### src/rtl/display_page_scheduler_pkg.sv
// Shared definitions for the display page scheduler: FSM encoding, word width
// and the default digit-scan divider.
package display_page_scheduler_pkg;

  localparam int unsigned WORD_W = 32;

  // Divider used after reset and whenever div_cfg is programmed to 0.
  localparam logic [WORD_W-1:0] DEFAULT_DIV = 32'd100000;

  typedef enum logic {
    ST_SCAN = 1'b0,
    ST_SHOW = 1'b1
  } state_t;

endpackage

### src/rtl/display_page_scheduler_rr_pick.sv
// Combinational round-robin picker.
// Ports:
//   req  - request vector, one bit per source
//   last - index of the previously served source
//   hit  - at least one request is pending
//   idx  - first requester after last, wrapping; last itself is checked last
module display_page_scheduler_rr_pick #(
  parameter int unsigned N_SRC = 4,
  parameter int unsigned SEL_W = $clog2(N_SRC)
) (
  input  logic [N_SRC-1:0] req,
  input  logic [SEL_W-1:0] last,
  output logic             hit,
  output logic [SEL_W-1:0] idx
);

  int unsigned k;

  // Walk offsets from farthest to nearest so the nearest requester wins.
  always_comb begin
    hit = 1'b0;
    idx = last;
    k   = 0;
    for (int unsigned off = N_SRC; off >= 1; off--) begin
      k = (32'(last) + off) % N_SRC;
      if (req[SEL_W'(k)]) begin
        hit = 1'b1;
        idx = SEL_W'(k);
      end
    end
  end

endmodule

### src/rtl/display_page_scheduler.sv
// Rotates display pages of the 8-digit 7-seg display between N_SRC requesters.
// Each captured source is shown for max(dwell_cycles,1) cycles, then the next
// valid source (round-robin) is captured.
// Ports:
//   clk, rst      - clock and synchronous active-high reset
//   dwell_cycles  - cycles per page (0 behaves as 1), sampled at capture
//   div_cfg       - digit-scan divider, 0 selects DEFAULT_DIV, sampled at capture
//   src_data      - packed source words, source i at [32*i +: 32]
//   src_valid     - per-source "has a word" level
//   src_ack       - one-hot pulse in the cycle a source word is taken
//   din_o         - word to the display
//   div_value_o   - divider to the display
//   src_sel_o     - index of the source currently shown
//   blank_o       - nothing captured since reset
module display_page_scheduler
  import display_page_scheduler_pkg::*;
#(
  parameter int unsigned       N_SRC       = 4,
  parameter int unsigned       SEL_W       = $clog2(N_SRC),
  parameter logic [WORD_W-1:0] DEFAULT_DIV = display_page_scheduler_pkg::DEFAULT_DIV
) (
  input  logic                      clk,
  input  logic                      rst,
  input  logic [WORD_W-1:0]         dwell_cycles,
  input  logic [WORD_W-1:0]         div_cfg,
  input  logic [WORD_W*N_SRC-1:0]   src_data,
  input  logic [N_SRC-1:0]          src_valid,
  output logic [N_SRC-1:0]          src_ack,
  output logic [WORD_W-1:0]         din_o,
  output logic [WORD_W-1:0]         div_value_o,
  output logic [SEL_W-1:0]          src_sel_o,
  output logic                      blank_o
);

  state_t            state_q, state_d;
  logic [WORD_W-1:0] cnt_q, cnt_d;
  logic [WORD_W-1:0] din_d, div_d;
  logic [SEL_W-1:0]  sel_d;
  logic              blank_d;

  logic              pick_hit;
  logic [SEL_W-1:0]  pick_idx;
  logic [WORD_W-1:0] src_word [N_SRC];
  logic [WORD_W-1:0] dwell_m1;
  logic [WORD_W-1:0] div_eff;

  // Unpack the source words for indexed selection.
  always_comb begin
    for (int unsigned i = 0; i < N_SRC; i++) begin
      src_word[i] = src_data[i*WORD_W +: WORD_W];
    end
  end

  // Capture-time parameters: dwell of 0 counts as 1, div_cfg of 0 means default.
  assign dwell_m1 = (dwell_cycles == '0) ? '0 : dwell_cycles - 32'd1;
  assign div_eff  = (div_cfg == '0) ? DEFAULT_DIV : div_cfg;

  display_page_scheduler_rr_pick #(
    .N_SRC (N_SRC),
    .SEL_W (SEL_W)
  ) u_rr_pick (
    .req  (src_valid),
    .last (src_sel_o),
    .hit  (pick_hit),
    .idx  (pick_idx)
  );

  // Next-state, register updates and the ack decode.
  always_comb begin
    state_d = state_q;
    cnt_d   = cnt_q;
    din_d   = din_o;
    div_d   = div_value_o;
    sel_d   = src_sel_o;
    blank_d = blank_o;
    src_ack = '0;

    case (state_q)
      ST_SCAN: begin
        if (pick_hit) begin
          din_d             = src_word[pick_idx];
          sel_d             = pick_idx;
          blank_d           = 1'b0;
          div_d             = div_eff;
          cnt_d             = dwell_m1;
          src_ack[pick_idx] = 1'b1;
          state_d           = ST_SHOW;
        end
      end
      ST_SHOW: begin
        // Live refresh of the shown source while it stays valid.
        if (src_valid[src_sel_o]) begin
          din_d              = src_word[src_sel_o];
          src_ack[src_sel_o] = 1'b1;
        end
        if (cnt_q == '0) begin
          state_d = ST_SCAN;
        end else begin
          cnt_d = cnt_q - 32'd1;
        end
      end
      default: begin
        state_d = ST_SCAN;
      end
    endcase

    // Nothing is taken while reset is applied.
    if (rst) begin
      src_ack = '0;
    end
  end

  // State and output registers.
  always_ff @(posedge clk) begin
    if (rst) begin
      state_q     <= ST_SCAN;
      cnt_q       <= '0;
      din_o       <= '0;
      div_value_o <= DEFAULT_DIV;
      src_sel_o   <= SEL_W'(N_SRC - 1);
      blank_o     <= 1'b1;
    end else begin
      state_q     <= state_d;
      cnt_q       <= cnt_d;
      din_o       <= din_d;
      div_value_o <= div_d;
      src_sel_o   <= sel_d;
      blank_o     <= blank_d;
    end
  end

endmodule
### config.mk
export PLATFORM = sky130hd
export DESIGN_NAME = display_page_scheduler
export DESIGN_NICKNAME = d
export VERILOG_FILES = /design/src/rtl/display_page_scheduler_pkg.sv /design/src/rtl/display_page_scheduler_rr_pick.sv /design/src/rtl/display_page_scheduler.sv
export SDC_FILE = /design/constraint.sdc
export NUM_CORES = 1
export LEC_CHECK = 0
export ABC_AREA = 1
export CAP_MARGIN = 20
export CORE_MARGIN = 1
export CORE_UTILIZATION = 45
export DETAILED_ROUTE_END_ITERATION = 8
export GPL_ROUTABILITY_DRIVEN = 0
export PLACE_DENSITY = 0.89
export SLEW_MARGIN = 10
export SYNTH_ARGS = -nofsm -noshare
export SYNTH_HDL_FRONTEND = slang
export SYNTH_HIERARCHICAL = 1
export SYNTH_SLANG_ARGS = --single-unit
### constraint.sdc
create_clock -name clk -period 2.7 [get_ports clk]
set_input_delay 0.405 -clock clk [delete_from_list [all_inputs] [get_ports clk]]
set_output_delay 0.405 -clock clk [all_outputs]
set_load 0.03 [all_outputs]
==> results of run 1 <==
## metrics by stage
stage                     setup TNS [ps]  utilization (%)
final                                  0            66.17
after CTS                              0            65.28
after global placement                 0            63.46
after global routing              -54.71            66.17
after detailed placement           -1072            63.46
after floorplan                        0                -
## worst max-delay path, delay by kind of cell (launching register included)
kind                   cells  cell delay (ps)
and+or+nand+nor            9              680
DFF                        1              370
AOI/OAI and AO/OA          1              160
buffers and inverters      5              680
## area by class of cell
cell class,count,share of cell area [%]
Sequential cell,100,17.57
Inverter,101,3.334
Timing Repair Buffer,312,27.15
Clock buffer,9,1.968
Antenna cell,2,0.04373
Tap cell,225,2.460
Multi-Input combinational cell,1149,46.79
Clock inverter,6,0.6887
## flip-flops by register name, indices dropped and copies added, names as in the netlist
name,cells
state_q,1
blank_o,1
din_o,32
div_value_o,32
cnt_q,32
src_sel_o,2
## what timing repair did
item | 4_1_cts | 5_1_grt
setup endpoints to repair | 4 | 4
setup buffers | 0 | 8
pin swaps | 1 | 6
gates resized for setup | 4 | 28
## worst paths after layout
path,cells past startpoint,slack (ps),to,startpoint
worst max-delay path,15,50,src_ack[3],src_sel_o[1]$_SDFFE_PP1P_
worst min-delay path,2,460,blank_o$_SDFFE_PP1P_,blank_o$_SDFFE_PP1P_
worst max register to register,16,320,din_o[25]$_SDFFE_PP0P_,src_sel_o[1]$_SDFFE_PP1P_
worst min register to register,2,460,blank_o$_SDFFE_PP1P_,blank_o$_SDFFE_PP1P_
## routing by layer
metal  vias to the layer above  share of wire (%)
met5                         -                  0
met4                         0                5.1
met3                       134                 10
met2                       718                 47
met1                      4809                 37
li1                       5121                  -
## synth_stat cells
| cell type | instances |
|---|---|
| nand2_1 | 543 |
| nor2_1 | 214 |
| dfxtp_1 | 100 |
| inv_1 | 96 |
| nand3_1 | 90 |
| o21ai_0 | 85 |
| nand4_1 | 84 |
| clkbuf_1 | 49 |
| o211a_1 | 32 |
| a21oi_1 | 27 |
| o21bai_1 | 9 |
| xor2_1 | 9 |
| buf_2 | 8 |
| xnor2_1 | 8 |
| nand2_2 | 7 |
| nor2_2 | 7 |
| buf_6 | 6 |
| nor3_1 | 6 |
| a22oi_1 | 4 |
| nor4_1 | 4 |
| buf_1 | 3 |
| ha_1 | 3 |
| o21ai_1 | 3 |
| and2_1 | 2 |
| clkinv_1 | 2 |
| inv_2 | 2 |
| nand3b_1 | 2 |
| o211ai_1 | 2 |
| o21ai_2 | 2 |
| a21o_1 | 1 |
| buf_4 | 1 |
| inv_4 | 1 |
| nand2_4 | 1 |
| nand3_2 | 1 |
| nor2_4 | 1 |
| o21ai_4 | 1 |
| or2_2 | 1 |
## where the power goes
group	internal, mW	switching (mW)
logic	3.11	5.20
clock network	0.737	0.666
registers	1.95	0.387
## cell families after synthesis
| group | after synthesis | synth area share, % |
|---|---|---|
| AOI/OAI and AO/OA | 166 | 13.19 |
| DFF | 100 | 25.16 |
| xor gates and xnor gates | 17 | 1.871 |
| and+or+nand+nor | 963 | 50.61 |
| adders and majority gates | 3 | 0.4718 |
| buffers and inverters | 168 | 8.697 |
==> reports/results.txt, run 1 <==
Status: finished clean
H-Tree Depth: 3
DRT Pass-1 Iters: 9
Most common cell after layout, fill and taps aside: nand2_1
Crit path max fanout: 6
IO buf count: 268
Fmax: 0.3769 GHz
Synthesized area: 7956 µm²
Row count: 48
WS Path Type: reg2out
Final wirelength: 31,050 µm
Max stage delay on crit path: 370 ps
Clock sinks: 100
WP data arrival: 2250 ps
Fillcell total: 1,532
Busiest grt layer: met2
Most frequent cells in the layout: nand2_1, clkdlybuf4s50_1, nor2_1
Worst-path clk slew: 80 ps
Die area: 18,220 µm²
HP Class: reg2reg
Post-Syn Nets: 1,618
Number of global-route vias before repair: 10,162
First-pass GRT wire length: 48,910 µm
Share of Yosys cell area claimed by the top area cell type: 25.62%
Top cells by area, synth: nand2_1, dfxtp_1, nor2_1
Hold Worst Slack: 455.7 ps
Core box area: 17,300 µm²
DRC Markers: 0
Largest net degree at the start of global routing: 60
Setup WS pre-CTS: -74.96 ps
Post-route antenna net violation count: 0
Skew-Pair Late Insertion Delay: 370 ps
Ports: 269
Final worst setup slack: 46.96 ps
Final setup vio count: 0
Post-Synthesis Cells: 1,417
DP HPWL: 22,690 µm
Synth area leader: nand2_1
Max-slew violations: 0
Post-route cell area: 11,450 µm²
Initial core utilization: 46.00%
Pwr Density: 1054 nW/µm²
Fin crit share: 98.26%
VDD IR max: 922.6 µV
Final Hold Vio Count: 0
Crit-path most repeated cell: nand2_2
Worst Skew: 12.53 ps
Critical path data required time: 2300 ps
Share of layout cells above drive strength 1: 7.036%
Routed via count: 10,782
Slowest cell on crit path: dfxtp_4
Met2 usage: 56.39%
Final min period: 2653 ps
Startpoint types: flip-flop
Met1 usage: 38.81%
Detail-routed via count per cell: 5.663
Synth warnings: 6
Synth-to-Final Area Change: 43.86%
Slew @ Worst Pin: 810.9 ps
Dpl cell area: 10,980 µm²
Die Wd: 135.0 µm
Total power: 12.06 mW
Register area: 2011 µm²
Syn Area/Cell: 5.615 µm²
Met3 usage: 8.108%
Max-cap violations: 0
Initial DRC Count: 977
Fin nets: 1,874
Multi-input logic area: 5355 µm²
Post-CTS Hold Buffers: 0
Clk root buf: clkbuf_16
Initial antenna violation count: 2
Layout Cells excl Fill: 1,904
Netlist cell types: 37
Longest Clk Path Bufs: 2
CP endpoint kind: primary output
CTS tree: yes
GRT Total Usage: 33.55%
Pleak: 5.202 nW
CP Cell Sequence: buf_4, nand2_2, nand2_2, nand2_2, nand2_2, nand2_2, nand2_1, nand2_1, nand2_1, inv_2, buf_6, nand3_1, a21oi_2, buf_4, buf_12
Worst slew margin: 45.74%
Seq cells post-synth: 100
Average wire per standard cell: 16.31 µm
Clock buffer count from CTS: 9
Sequential share of the synthesized area: 25.16%
Die Span Y: 135.0 µm
GRT overflow: 0
# placed instances: 1,879
(Power assumes the default switching activity.)
==> inputs of run 2 (changes only) <==
CORE_UTILIZATION = 43   (was 45)
GPL_ROUTABILITY_DRIVEN = default   (was 0)
clock period = 2.35 ns   (was 2.7 ns; I/O delays follow)
==> run 2 against run 1 <==
Against the previous run: the run now ends with setup timing left; global-route usage is 1.3 points lower; combinational power is 26% higher; via count is 0.35% higher; final cell count is 3.3% higher; clock-buffer cell count stayed put; cell area is 5.3% higher; sequential share of layout area is 0.88 points lower; routed wire length is 2.6% higher; critical endpoint is now src_ack[2]; highest routed layer unchanged.
==> reports/results.txt, run 2 (synthesis results as in run 1) <==
HP Class: reg2reg
Fin nets: 1,931 (+3.0%)
Fin crit share: 108.1%
Routed via count: 10,820 (+0.35%)
Max-slew violations: 0 (unchanged)
Initial core utilization: 44.14% (-1.9 points)
Worst-path clk slew: 70 ps (about the same)
FF-to-FF setup slack: -50 ps (-370 ps)
Clock sinks: 100 (unchanged)
Synth-to-Final Area Change: 51.42%
Final setup vio count: 12 (+12)
Detail-routed via count per cell: 5.504 (-2.8%)
Slew @ Worst Pin: 839.7 ps (+28.89 ps)
Flop pwr share: 18.3% (-1.1 points)
Core box area: 18,020 µm² (+4.2%)
Dpl cell area: 11,400 µm² (+3.9%)
Number of global-route vias before repair: 10,270 (+1.1%)
Clock buffer count from CTS: 9 (unchanged)
Clock share of power: 10.4% (-1.2 points)
WS Path Type: reg2out
RSZ-0062 raised after global routing: yes
Switching Share: 51.43% (-0.44 points)
Worst Skew: 15.05 ps (+2.523 ps)
Slowest cell on crit path: dfxtp_4
Logic pwr share: 71.3% (+2.3 points)
Pwr Density: 1221 nW/µm² (+16%)
Ports: 269 (unchanged)
Sw Pwr: 7.564 mW (+21%)
DRC Markers: 0 (unchanged)
Post-route cell area: 12,050 µm² (+5.3%)
GRT overflow: 0 (unchanged)
DP HPWL: 23,460 µm (+3.4%)
VDD IR max: 958.3 µV (+3.9%)
Final worst setup slack: -189.5 ps (-236.4 ps)
CP endpoint kind: primary output
WP data arrival: 2190 ps (-60 ps)
Share of layout cells above drive strength 1: 11.87% (+4.8 points)
Die Span Y: 138.0 µm (+2.3%)
Worst slew margin: 43.81% (-1.9 points)
Critical path data required time: 2000 ps (-300 ps)
Top flop regs: cnt_q: 32 flops, din_o: 32 flops, div_value_o: 32 flops
Crit path max fanout: 5 (-1)
Final min period: 2539 ps
Die Wd: 138.0 µm (+2.3%)
Status: finished with violations
Longest Clk Path Bufs: 2 (unchanged)
Total power: 14.71 mW (+22%)
Most common cell after layout, fill and taps aside: nand2_1
Post-CTS Hold Buffers: 0 (unchanged)
Final wirelength: 31,850 µm (+2.6%)
Die area: 19,050 µm² (+4.6%)
Clk root buf: clkbuf_16
Final Hold Vio Count: 0 (unchanged)
Max stage delay on crit path: 410 ps (+40 ps)
Pleak: 5.496 nW (+5.7%)
Setup WS pre-CTS: -329.1 ps (-254.2 ps)
Cell-internal power: 7.143 mW (+23%)
Startpoint types: flip-flop
Initial antenna violation count: 2 (unchanged)
Max-cap violations: 0 (unchanged)
Post-route antenna net violation count: 0 (unchanged)
GRT Total Usage: 32.27% (-1.3 points)
Fmax: 0.3938 GHz
Failing checks: setup timing
Average wire per standard cell: 16.20 µm (-0.66%)
Crit-path most repeated cell: nand2_2
Largest net degree at the start of global routing: 74 (+23%)
RePlAce Congestion: 0.9893
CP Cell Sequence: buf_6, nand2_2, o21ai_2, nand2_2, nand2_2, nand2_2, nand2_2, nand2_2, nand2_2, clkinv_4, buf_4, nor2_4, a22oi_2, nor2_4, buf_6
DRT Pass-1 Iters: 9 (unchanged)
Skew-Pair Late Insertion Delay: 370 ps (about the same)
Row count: 49 (+2.1%)
IO buf count: 268 (unchanged)
H-Tree Depth: 3 (unchanged)
First-pass GRT wire length: 50,490 µm (+3.2%)
Most frequent cells in the layout: nand2_1, clkdlybuf4s50_1, nor2_1
CTS tree: yes
Initial DRC Count: 877 (-10%)
[run 2: cell types whose count changed in the layout (fill, tap and decap cells not counted), sizes merged]
| cell | delta |
|---|---|
| buf | +55 |
| dlygate4sd2 | +3 |
| dlymetal6s2s | -3 |
| clkbuf | +2 |
| bufinv | -1 |
| clkinv | +3 |
| inv | -1 |
[run 2: critical path, delay by kind of cell, from the launching register on]
kind | cells | cell delay [ps]
AND/OR/NAND/NOR | 9 | 700
buffers and inverters | 4 | 500
flip-flops | 1 | 410
AO/OA/AOI/OAI | 2 | 210
[run 2: worst paths after layout]
check / startpoint / end / cells after the start
setup / recovery: src_sel_o[0]$_SDFFE_PP1P_ / src_ack[2] / 15
hold / removal: blank_o$_SDFFE_PP1P_ / blank_o$_SDFFE_PP1P_ / 2
setup reg to reg: src_sel_o[0]$_SDFFE_PP1P_ / din_o[20]$_SDFFE_PP0P_ / 18
hold reg to reg: blank_o$_SDFFE_PP1P_ / blank_o$_SDFFE_PP1P_ / 2
[run 2: per-layer routing]
metal / vias up / GRT usage [%] / part of all wire (%)
li1: 5233 / - / -
met1: 4842 / 37.69 / 39
met2: 609 / 55.47 / 48
met3: 136 / 5.992 / 8.0
met4: 0 / 18.05 / 5.3
met5: - / 0 / 0
[run 2: power groups by stage]
stage | Combinational [mW] | Clock (mW) | Sequential [mW]
CTS | 9.49 | 1.56 | 2.66
detailed placement | 9.24 | 0 | 2.71
global placement | 9.06 | 0 | 2.71
floorplan | 5.41 | 0 | 3.30
finish | 10.5 | 1.53 | 2.69
global route | 11.4 | 1.61 | 2.75
[run 2: through the flow]
step	hold slack, ps	util, %	setup TNS [ps]	cells
4_1_cts	455.1	65.40	-451.0	1957
2_1_floorplan	458.6	-	0	1417
5_1_grt	465.5	66.84	-4994	1966
6_report	453.4	66.84	-743.3	1966
3_5_place_dp	438.5	63.24	-12950	1937
3_3_place_gp	428.9	63.24	-10400	1937
[run 2: what timing repair did]
action / CTS / global route
setup endpoints to repair: 4 / 42
cloned: 0 / 3
pin swaps: 13 / 37
buffers inserted: 6 / 7
gates resized for setup: 25 / 53
[run 2: cell type report]
class	instances	area, µm²
well taps	229	286.5
fillers	1575	5977
diodes	2	5.005
repair buffers	369	3581
clock buffers	9	225.2
inverters	101	399.1
multi-input cells	1149	5463
flip-flops and latches	100	2011
clock inverters	7	77.57
==> inputs of run 3 (changes only) <==
SKIP_LAST_GASP = 1   (was default)
==> run 3 against run 2 <==
Against the previous run: the flow still finishes with violations (setup timing); fmax up 0.14%; global-route usage unchanged; hold slack about the same; critical path type unchanged; critical endpoint unchanged; core utilization down 0.056 points; final cell count unchanged; total power down 0.13%; largest cell class unchanged; sequential share of layout area about the same; highest routed layer unchanged; clock-buffer cell count unchanged; die area unchanged; clock skew about the same.
==> reports/results.txt, run 3 (synthesis results as in run 1) <==
Clk root buf: clkbuf_16
WP depth: 15 (unchanged)
Busiest grt layer: met2
Initial DRC Count: 919 (+4.8%)
Die Span Y: 138.0 µm (unchanged)
Finished Core Util: 66.78% (about the same)
CP endpoint kind: primary output
Final wirelength: 31,770 µm (-0.24%)
Pleak: 5.492 nW (about the same)
HP Class: reg2reg
GRT overflow: 0 (unchanged)
Critical path data required time: 2000 ps (about the same)
DRT Pass-1 Iters: 6 (-3)
WS Path Type: reg2out
Post-route cell area: 12,040 µm² (about the same)
RePlAce Congestion: 0.9893 (unchanged)
DRC Markers: 0 (unchanged)
Dpl cell area: 11,400 µm² (unchanged)
Crit-path most repeated cell: nand2_2
Ports: 269 (unchanged)
Fin crit share: 107.9% (-0.15 points)
Final worst setup slack: -186.0 ps (+3.453 ps)
Met3 usage: 5.992% (unchanged)
Status: finished with violations
Average wire per standard cell: 16.16 µm (-0.24%)
Core box area: 18,020 µm² (unchanged)
Die Wd: 138.0 µm (unchanged)
Die area: 19,050 µm² (unchanged)
Worst slew margin: 44.51% (+0.70 points)
Detail-routed via count per cell: 5.514 (+0.19%)
Post-route antenna net violation count: 0 (unchanged)
WP buf/inv: 4 (unchanged)
Critical path endpoint: src_ack[2]
Synth-to-Final Area Change: 51.30% (about the same)
CP Cell Sequence: buf_6, nand2_2, o21ai_2, nand2_2, nand2_2, nand2_2, nand2_2, nand2_2, nand2_2, clkinv_4, buf_4, nor2_4, a22oi_2, nor2_4, buf_6
Number of global-route vias before repair: 10,270 (unchanged)
Post-CTS Hold Buffers: 0 (unchanged)
Pwr Density: 1220 nW/µm² (about the same)
Layout Cells excl Fill: 1,966 (unchanged)
Max stage delay on crit path: 410 ps (about the same)
Share of layout cells above drive strength 1: 11.76% (-0.12 points)
# placed instances: 1,937 (unchanged)
Worst Skew: 14.97 ps (-0.07800 ps)
Slew @ Worst Pin: 829.2 ps (-10.53 ps)
Worst r2r src: src_sel_o[0]$_SDFFE_PP1P_
Reg2reg end: din_o[20]$_SDFFE_PP0P_
WP data arrival: 2180 ps (about the same)
Max-slew violations: 0 (unchanged)
Max-cap violations: 0 (unchanged)
Crit path max fanout: 5 (unchanged)
Most common cell after layout, fill and taps aside: nand2_1
R2R cell count: 18 (unchanged)
Skew-Pair Late Insertion Delay: 370 ps (about the same)
Hold Worst Slack: 453.9 ps (+0.4780 ps)
H-Tree Depth: 3 (unchanged)
Final min period: 2536 ps (-3.453 ps)
FF-to-FF setup slack: -50 ps (about the same)
Largest net degree at the start of global routing: 74 (unchanged)
First-pass GRT wire length: 50,490 µm (unchanged)
Slowest cell on crit path: dfxtp_4
DP HPWL: 23,460 µm (unchanged)
Worst-path clk slew: 70 ps (about the same)
Met1 usage: 37.69% (unchanged)
Top flop regs: cnt_q: 32 flops, din_o: 32 flops, div_value_o: 32 flops
Critical Path Start: src_sel_o[0]$_SDFFE_PP1P_
Initial antenna violation count: 2 (unchanged)
Clock buffer count from CTS: 9 (unchanged)
Failing checks: setup timing
Initial core utilization: 44.14% (unchanged)
Met2 usage: 55.47% (unchanged)
CP delay by family, top: simple AND/OR/NAND/NOR gates
VDD IR max: 957.5 µV (about the same)
Startpoint types: flip-flop
Final setup vio count: 7 (-5)
Routed via count: 10,841 (+0.19%)
Most frequent cells in the layout: nand2_1, clkdlybuf4s50_1, nor2_1
Clock sinks: 100 (unchanged)
Longest Clk Path Bufs: 2 (unchanged)
Final Hold Vio Count: 0 (unchanged)
Row count: 49 (unchanged)
IO buf count: 268 (unchanged)
CTS tree: yes
RSZ-0062 raised after global routing: yes
GRT Total Usage: 32.27% (unchanged)
Fillcell total: 1,578 (+0.19%)
Fin nets: 1,931 (unchanged)
Fmax: 0.3943 GHz (+0.14%)
-- run 3: power by group --
group          switching [mW]  internal (mW)
Combinational            6.33           4.14
Sequential              0.444           2.24
Clock                   0.770          0.759
Total                    7.55           7.14
-- run 3: cell type report --
cell class              instances  area [µm²]  share of cell area [%]
inverters                     101       399.1                   3.316
repair buffers                369        3581                   29.75
flip-flops and latches        100        2011                   16.70
well taps                     229       286.5                   2.380
diodes                          2       5.005                 0.04158
clock buffers                   9       225.2                   1.871
clock inverters                 7       77.57                  0.6444
multi-input cells            1149        5453                   45.30
-- run 3: metrics by stage --
step                worst slack, ps  TNS [ps]  total power, mW
floorplan                     6.098         0            8.702
global placement             -239.3    -10400            11.77
detailed placement           -329.1    -12950            11.95
CTS                          -126.0    -451.0            13.72
global route                 -316.3     -5008            15.72
finish                       -186.0    -740.6            14.69
-- run 3: per-layer routing --
| metal | wire [µm] | vias to the layer above |
|---|---|---|
| met4 | 1564 | 0 |
| li1 | - | 5235 |
| met2 | 15220 | 603 |
| met3 | 2625 | 129 |
| met5 | 0 | - |
| met1 | 12360 | 4874 |
-- run 3: worst reg2reg max path: cells and delay by family, from the launching register on --
kind	cells	cell delay (ps)
DFF	1	410
AOI/OAI and AO/OA	2	230
and+or+nand+nor	12	980
buffers and inverters	4	730
-- run 3: worst min path at each step --
stage                          from                    to  cells past startpoint
6_report       blank_o$_SDFFE_PP1P_  blank_o$_SDFFE_PP1P_                      2
5_1_grt        blank_o$_SDFFE_PP1P_  blank_o$_SDFFE_PP1P_                      2
4_1_cts        blank_o$_SDFFE_PP1P_  blank_o$_SDFFE_PP1P_                      2
3_5_place_dp   blank_o$_SDFFE_PP1P_  blank_o$_SDFFE_PP1P_                      2
3_3_place_gp   blank_o$_SDFFE_PP1P_  blank_o$_SDFFE_PP1P_                      2
2_1_floorplan                   rst    state_q$_SDFF_PP0_                      1
-- run 3: what timing repair did --
action                     4_1_cts  5_1_grt
buffers inserted                 6        7
setup endpoints to repair        4       42
pin swaps                       13       37
resized for setup               25       50
cloned                           0        3
